<file path="src/rtl/shift_fifo_ctrl.sv">
// Control for a shift-register FIFO: new words enter storage location 0, index tracks the oldest word.
// Push-to-out_valid is two cycles (one SETTLE cycle per push or pop); pushes are dropped while full.
module shift_fifo_ctrl #(
    parameter int BIT_WIDTH  = 16,
    parameter int NUM_WORDS  = 64,
    parameter int ADDR_WIDTH = 6
) (
    input  logic                  write_clk,
    input  logic                  fifo_reset,
    input  logic [BIT_WIDTH-1:0]  in_data,
    input  logic                  in_valid,
    output logic                  in_ready,
    input  logic                  pop,
    output logic                  out_valid,
    output logic [BIT_WIDTH-1:0]  write_data,
    output logic                  write_en,
    output logic [ADDR_WIDTH-1:0] index,
    output logic [ADDR_WIDTH:0]   count,
    output logic                  full,
    output logic                  empty,
    output logic                  underflow_err
);

    typedef enum logic [1:0] {
        ST_EMPTY,
        ST_SETTLE,
        ST_READY
    } state_t;

    localparam logic [ADDR_WIDTH:0] FULL_CNT = (ADDR_WIDTH + 1)'(NUM_WORDS);

    state_t                state_q, state_d;
    logic [ADDR_WIDTH:0]   count_q, count_d;
    logic [ADDR_WIDTH-1:0] index_q, index_d;
    logic                  underflow_q, underflow_d;
    logic                  push, pop_ok;

    assign full          = (count_q == FULL_CNT);
    assign empty         = (count_q == '0);
    assign count         = count_q;
    assign index         = index_q;
    assign underflow_err = underflow_q;
    assign out_valid     = (state_q == ST_READY);
    assign in_ready      = !full && !fifo_reset;
    assign push          = in_valid && in_ready;
    assign pop_ok        = pop && out_valid;
    assign write_en      = push;
    assign write_data    = in_data;

    always_comb begin
        count_d     = count_q;
        state_d     = state_q;
        underflow_d = underflow_q | (pop && !out_valid);

        if (push && !pop_ok) begin
            count_d = count_q + 1'b1;
        end else if (pop_ok && !push) begin
            count_d = count_q - 1'b1;
        end

        // Storage shifts toward higher addresses, so the oldest word always sits at count-1.
        index_d = (count_d != '0) ? ADDR_WIDTH'(count_d - 1'b1) : '0;

        case (state_q)
            ST_EMPTY: begin
                if (push) state_d = ST_SETTLE;
            end
            ST_SETTLE: begin
                state_d = push ? ST_SETTLE : ST_READY;
            end
            ST_READY: begin
                if (push) begin
                    state_d = ST_SETTLE;
                end else if (pop_ok) begin
                    state_d = (count_d == '0) ? ST_EMPTY : ST_SETTLE;
                end
            end
            default: state_d = ST_EMPTY;
        endcase
    end

    always_ff @(posedge write_clk) begin
        if (fifo_reset) begin
            state_q     <= ST_EMPTY;
            count_q     <= '0;
            index_q     <= '0;
            underflow_q <= 1'b0;
        end else begin
            state_q     <= state_d;
            count_q     <= count_d;
            index_q     <= index_d;
            underflow_q <= underflow_d;
        end
    end

endmodule

</file>
<file path="config.mk">
export PLATFORM = sky130hd
export DESIGN_NAME = shift_fifo_ctrl
export DESIGN_NICKNAME = d
export VERILOG_FILES = /design/src/rtl/shift_fifo_ctrl.sv
export SDC_FILE = /design/constraint.sdc
export NUM_CORES = 1
export LEC_CHECK = 0
export ABC_AREA = 1
export BUFFER_PORTS_ARGS = -buffer_cell sky130_fd_sc_hd__buf_2
export CAP_MARGIN = 15
export CELL_PAD_IN_SITES_DETAIL_PLACEMENT = 0
export CELL_PAD_IN_SITES_GLOBAL_PLACEMENT = 1
export CORE_MARGIN = 4
export CORE_UTILIZATION = 32
export DETAILED_ROUTE_END_ITERATION = 6
export PLACE_DENSITY = 0.76
export SKIP_LAST_GASP = 1
export SLEW_MARGIN = 0
export SYNTH_ARGS = -nofsm -noshare
export SYNTH_HDL_FRONTEND = slang
export SYNTH_SLANG_ARGS = --single-unit
export TNS_END_PERCENT = 100
</file>
<file path="constraint.sdc">
create_clock -name write_clk -period 3.1 [get_ports write_clk]
set_clock_uncertainty 0.1 [all_clocks]
set_input_delay 0.465 -clock write_clk [delete_from_list [all_inputs] [get_ports write_clk]]
set_output_delay 0.465 -clock write_clk [all_outputs]
set_load 0.02 [all_outputs]
</file>
## Yosys cells after proc, flatten, opt, wreduce, memory -nomap -nowiden

Index checks and enable logic that the tools add are counted.

- Bits in registers: 16
- Latch bits: 0
- Memory bits (writable): 0
- Memory bits (read-only): 0
- Input port bits: 20
- Output and inout port bits: 35
- Word-level logic and storage cells: 39
- Memories: 0

- Add/subtract/negate cells: 3
- Multiply operators: 0
- Div/mod/pow operators: 0
- $lt $le $gt $ge: 0
- Eq/ne operators: 5
- Shift-type cells: 0
- Muxes and demuxes: 8
- Bitwise logic cells: 2
- Reduce and logical (&&, ||, !) cells: 17

Operators with widths:

| kind | count |
|---|---|
| $logic_not 7->1 | 2 |
| $mux 7 | 2 |
| $mux 2 | 4 |
| $add 7x1->7 const B | 1 |
| $eq 7x7->1 const B | 1 |
| $reduce_bool 7->1 | 1 |
| $sub 7x1->7 const B | 1 |
| $logic_and 1x1->1 | 6 |
| $pmux 2 s3 | 1 |
| $sub 6x1->6 const B | 1 |
| $logic_not 1->1 | 5 |
| $ne 3x1->1 const B | 1 |
| $eq 2x1->1 const B | 1 |
| $eq 2x2->1 const B | 1 |
| $logic_not 2->1 | 1 |
| $ne 2x2->1 const B | 1 |
| $reduce_and 2->1 | 1 |
| $reduce_or 2->1 | 1 |
| $mux 1 | 1 |
| $not 1->1 | 1 |
| $or 1x1->1 | 1 |

## Depth between registers and ports, before layout

- Word-level depth: 13
- Mapped depth: 17

## Worst setup path after synthesis

OpenSTA, ideal clock, no wires.

- Path type: flip-flop to flip-flop
- Start point: reg count_q[0] (netlist: count[0])
- End point: reg index_q[5] (netlist: index[5])
- Library setup time: 0.116 ns
- Arrival time: 2.336 ns
- Required time: 2.884 ns
- Setup slack: 0.548 ns
- Cell stages (with the launch flop): 17
- Clock period less this slack: 2.552 ns
- Path through: dfxtp_1 -> inv_1 -> ha_1 -> nand2_2 -> nor2_2 -> nand2_2 -> nand3_4 -> nor2_4 -> inv_2 -> nand2_2 -> xor2_4 -> ha_1 -> inv_1 -> nor2_1 -> nand3_2 -> nand2_4 -> a21oi_1

- Longest elaborated chain between the ends: 11
- Elaborated cells on any way between the ends: 15
- Those cells by class: add/sub: 3; eq/ne: 1; mux: 2; bitwise: 1; reduce/logical: 8

RTL lines:

| item | RTL line | RTL |
|---|---|---|
| start, declared | 33 | `logic [ADDR_WIDTH:0] count_q, count_d;` |
| start signal, assigned | 90 | `count_q <= count_d;` |
| parallel branches: the longest is 7 deep, another holds $sub 7x1->7 | - |  |
| $mux 7 * | 55 | `if (push && !pop_ok) begin` |
| parallel branches: the longest is 3 deep, another holds $sub 6x1->6 | - |  |
| end signal, assigned | 91 | `index_q <= index_d;` |
| end, declared | 34 | `logic [ADDR_WIDTH-1:0] index_q, index_d;` |

Mark *: on every way between the ends.
A chain may end at the register's enable or synchronous reset.

## Worst setup path after layout

Same ends and word-level chain as after synthesis.

==> impl_metrics.json <==
{
  "hp-class": "reg2reg",
  "cts_tree": "yes",
  "syn_nets": 198,
  "required_ns": 3.14,
  "synthSimpleGateAreaFrac_pct": 36.9,
  "grt_pass1_wl_mm": 4.67,
  "synth_compound_area_share_pct": 6.06,
  "cap_violations": 0,
  "netlist_area_sq_mm": 0.00122,
  "reg2reg_from": "count[0]",
  "status": "finished, final reports clean",
  "powerDensity_mw_per_mm2": 525,
  "insertion_delay_ns": 0.25,
  "r2r_end": "index[5]",
  "syn_area_per_cell_sq_um": 7.00,
  "yosys_warnings": 0,
  "drive_above_1_share_pct": 28.0,
  "synthXorXnorAreaFrac_pct": 8.02,
  "worst-r2r-cell-count": 16,
  "row_count": 22,
  "slew_headroom_pct": 78.1,
  "antenna_found_initial": 0,
  "via_count": 1000,
  "fin_crit_sh_pct": 89.5,
  "hold_start": "underflow_err",
  "synth-main-ff-cell": "dfxtp_1",
  "wire_per_inst_um": 11.3,
  "rsz0062_at_grt": "no",
  "synth_top_area_share_pct": 26.3,
  "ys_seq_area_share_pct": 26.3,
  "boundaryPins": 55,
  "whs_endpoint": "underflow_err",
  "cts_setup_buffers": 0,
  "cts_buffers": 3,
  "p_seq_share_pct": 35.8,
  "hold_depth": 2,
  "yosysTopAreaCell": "dfxtp_1",
  "ctsLongestPathBuffers": 2,
  "intPower_w": 0.000435,
  "cp-end-kind": "register",
  "synth_top_family_by_area": "simple AND/OR/NAND/NOR gates",
  "cp-start-kind": "register",
  "grt_max_degree": 12,
  "num_antenna_cells": 0,
  "maxSlewViolCount": 0,
  "fp.dieW_um": 69.7,
  "grt_usage_pct": 11.8,
  "peakVddDrop_v": 0.000223,
  "reg2reg_slack_ns": 0.33,
  "power.leakage_nw": 0.680,
  "layout.nets": 207,
  "synth_mux_area_share_pct": 0,
  "synthTopCellsByCount": "nand2_1 (35), inv_1 (18), nor2_1 (18)",
  "die_h_um": 69.7,
  "design_area_sq_mm": 0.00131,
  "p_sw_share_pct": 36.7,
  "dieArea_sq_mm": 0.00486,
  "first_pass_iters": 4,
  "hold_viol": 0,
  "postRouteAntennaNets": 0,
  "drc": 0,
  "synth-seq-cells": 16,
  "p_switching_w": 0.000252,
  "dp_hpwl_mm": 2.08,
  "ctsHoldBuffers": 0,
  "io_buffers": 22,
  "comb_power_share_pct": 37.5,
  "yosys.area_share.adder_pct": 4.11,
  "setup_viol": 0,
  "grt_pass1_vias": 1008,
  "fmax_mhz": 360,
  "yosys-top-cells-area": "dfxtp_1 (26%), nand2_1 (11%), buf_4 (9.9%), nand3_1 (5.8%), inv_1 (5.5%)",
  "min_period_ns": 2.77,
  "ctsResizeCount": 0,
  "path_max_fanout": 11,
  "drt-total-wl_mm": 2.61,
  "cts_root_buffer": "clkbuf_8",
  "yosysMostFrequentCell": "nand2_1",
  "postPlaceCellArea_sq_mm": 0.00125,
  "ys_types": 30,
  "tightest_slew_ns": 0.327,
  "numClockSinks": 16,
  "syn_inst": 174,
  "start_util_pct": 33.3,
  "clk_pin_slew_ns": 0.06,
  "grt-ovfl-total": 0,
  "drt_iter0_markers": 57,
  "htree_levels": 1,
  "area_growth_pct": 7.40,
  "p_clk_share_pct": 26.7,
  "crit_arrival_ns": 2.81,
  "core-area_sq_mm": 0.00366,
  "async_flop_share_pct": 0,
  "critical_path_class": "reg2reg",
  "gp_congestion": 0.749,
  "via_per_inst": 4.35,
  "synth_edf_count": 0,
  "fin_setup_tns_ns": 0
}
## stage by stage
step	total power [W]	hold slack (ns)	instances	utilization, %	setup WS [ns]
floorplan	0.000479	0.344	174	-	0.548
global placement	0.000513	0.337	226	34.2	0.432
detailed placement	0.000511	0.341	226	34.2	0.318
CTS	0.000698	0.352	230	35.7	0.301
global route	0.000740	0.385	230	35.7	0.0638
finish	0.000687	0.351	230	35.7	0.325
## how the worst max path moves through the flow
stage | from | slack, ns | endpoint | depth (start not counted)
2_1_floorplan | count[0] | 0.55 | index[5] | 16
6_report | count[0] | 0.33 | index[5] | 16
3_5_place_dp | count[0] | 0.32 | index[5] | 16
3_3_place_gp | count[0] | 0.43 | index[1] | 16
4_1_cts | count[0] | 0.30 | index[5] | 16
5_1_grt | count[0] | 0.06 | index[3] | 16
## flip-flops by register name (all words and copies together), names as in the netlist
signal / cells
index: 6
count: 7
underflow_err: 1
state_q: 2
## layout by cell type (no fill, tap or decap), drive strengths merged
cell     n
o21ai    3
a21oi    8
or2      2
o211ai   1
nand2   44
nand4    2
nor3     2
a211oi   1
xnor2    1
buf     22
xor2     8
nor2    24
clkbuf   4
inv     23
ha       4
clkinv   1
dfxtp   16
nand3   16
## area by class of cell
| type | instances | area [sq um] |
|---|---|---|
| inverter | 24 | 91.3 |
| fill | 402 | 2350 |
| tap | 48 | 60.1 |
| sequential | 16 | 320 |
| timing repair buffer | 22 | 110 |
| clock buffer | 4 | 55.1 |
| multi-input combinational | 116 | 671 |
## power groups by stage
| stage | Clock, W | Combinational, W | Sequential [W] |
|---|---|---|---|
| 2_1_floorplan | 0 | 0.000199 | 0.000279 |
| 3_3_place_gp | 0 | 0.000262 | 0.000251 |
| 3_5_place_dp | 0 | 0.000260 | 0.000251 |
| 4_1_cts | 0.000190 | 0.000262 | 0.000246 |
| 5_1_grt | 0.000199 | 0.000291 | 0.000250 |
| 6_report | 0.000184 | 0.000258 | 0.000246 |
## metal layers
layer	GRT usage [%]	vias up	part of all wire [%]
met5	0	-	0
met2	18.4	23	43
met3	4.35	4	6.6
li1	-	541	-
met1	15.3	432	50
met4	3.19	0	0.73
## cell families (layout without fill, tap and decap cells)
kind of cell / after synthesis / count (layout)
buffers and inverters: 42 / 50
AO/OA/AOI/OAI: 13 / 13
adder cells (fa/ha/maj): 4 / 4
AND/OR/NAND/NOR: 90 / 90
flip-flops: 16 / 16
XOR/XNOR: 9 / 9
## critical path, cell delays in order, from the launching register on
cell and delay, ns:
dfxtp_1 0.38, inv_1 0.14, ha_1 0.29, nand2_2 0.10, nor2_2 0.04, nand2_2 0.10
nand3_4 0.17, nor2_4 0.22, inv_2 0.10, nand2_2 0.11, xor2_4 0.26, ha_1 0.19
inv_1 0.04, nor2_1 0.15, nand3_2 0.11, nand2_4 0.11, a21oi_1 0.05
Power figures use the tool's default switching activity.
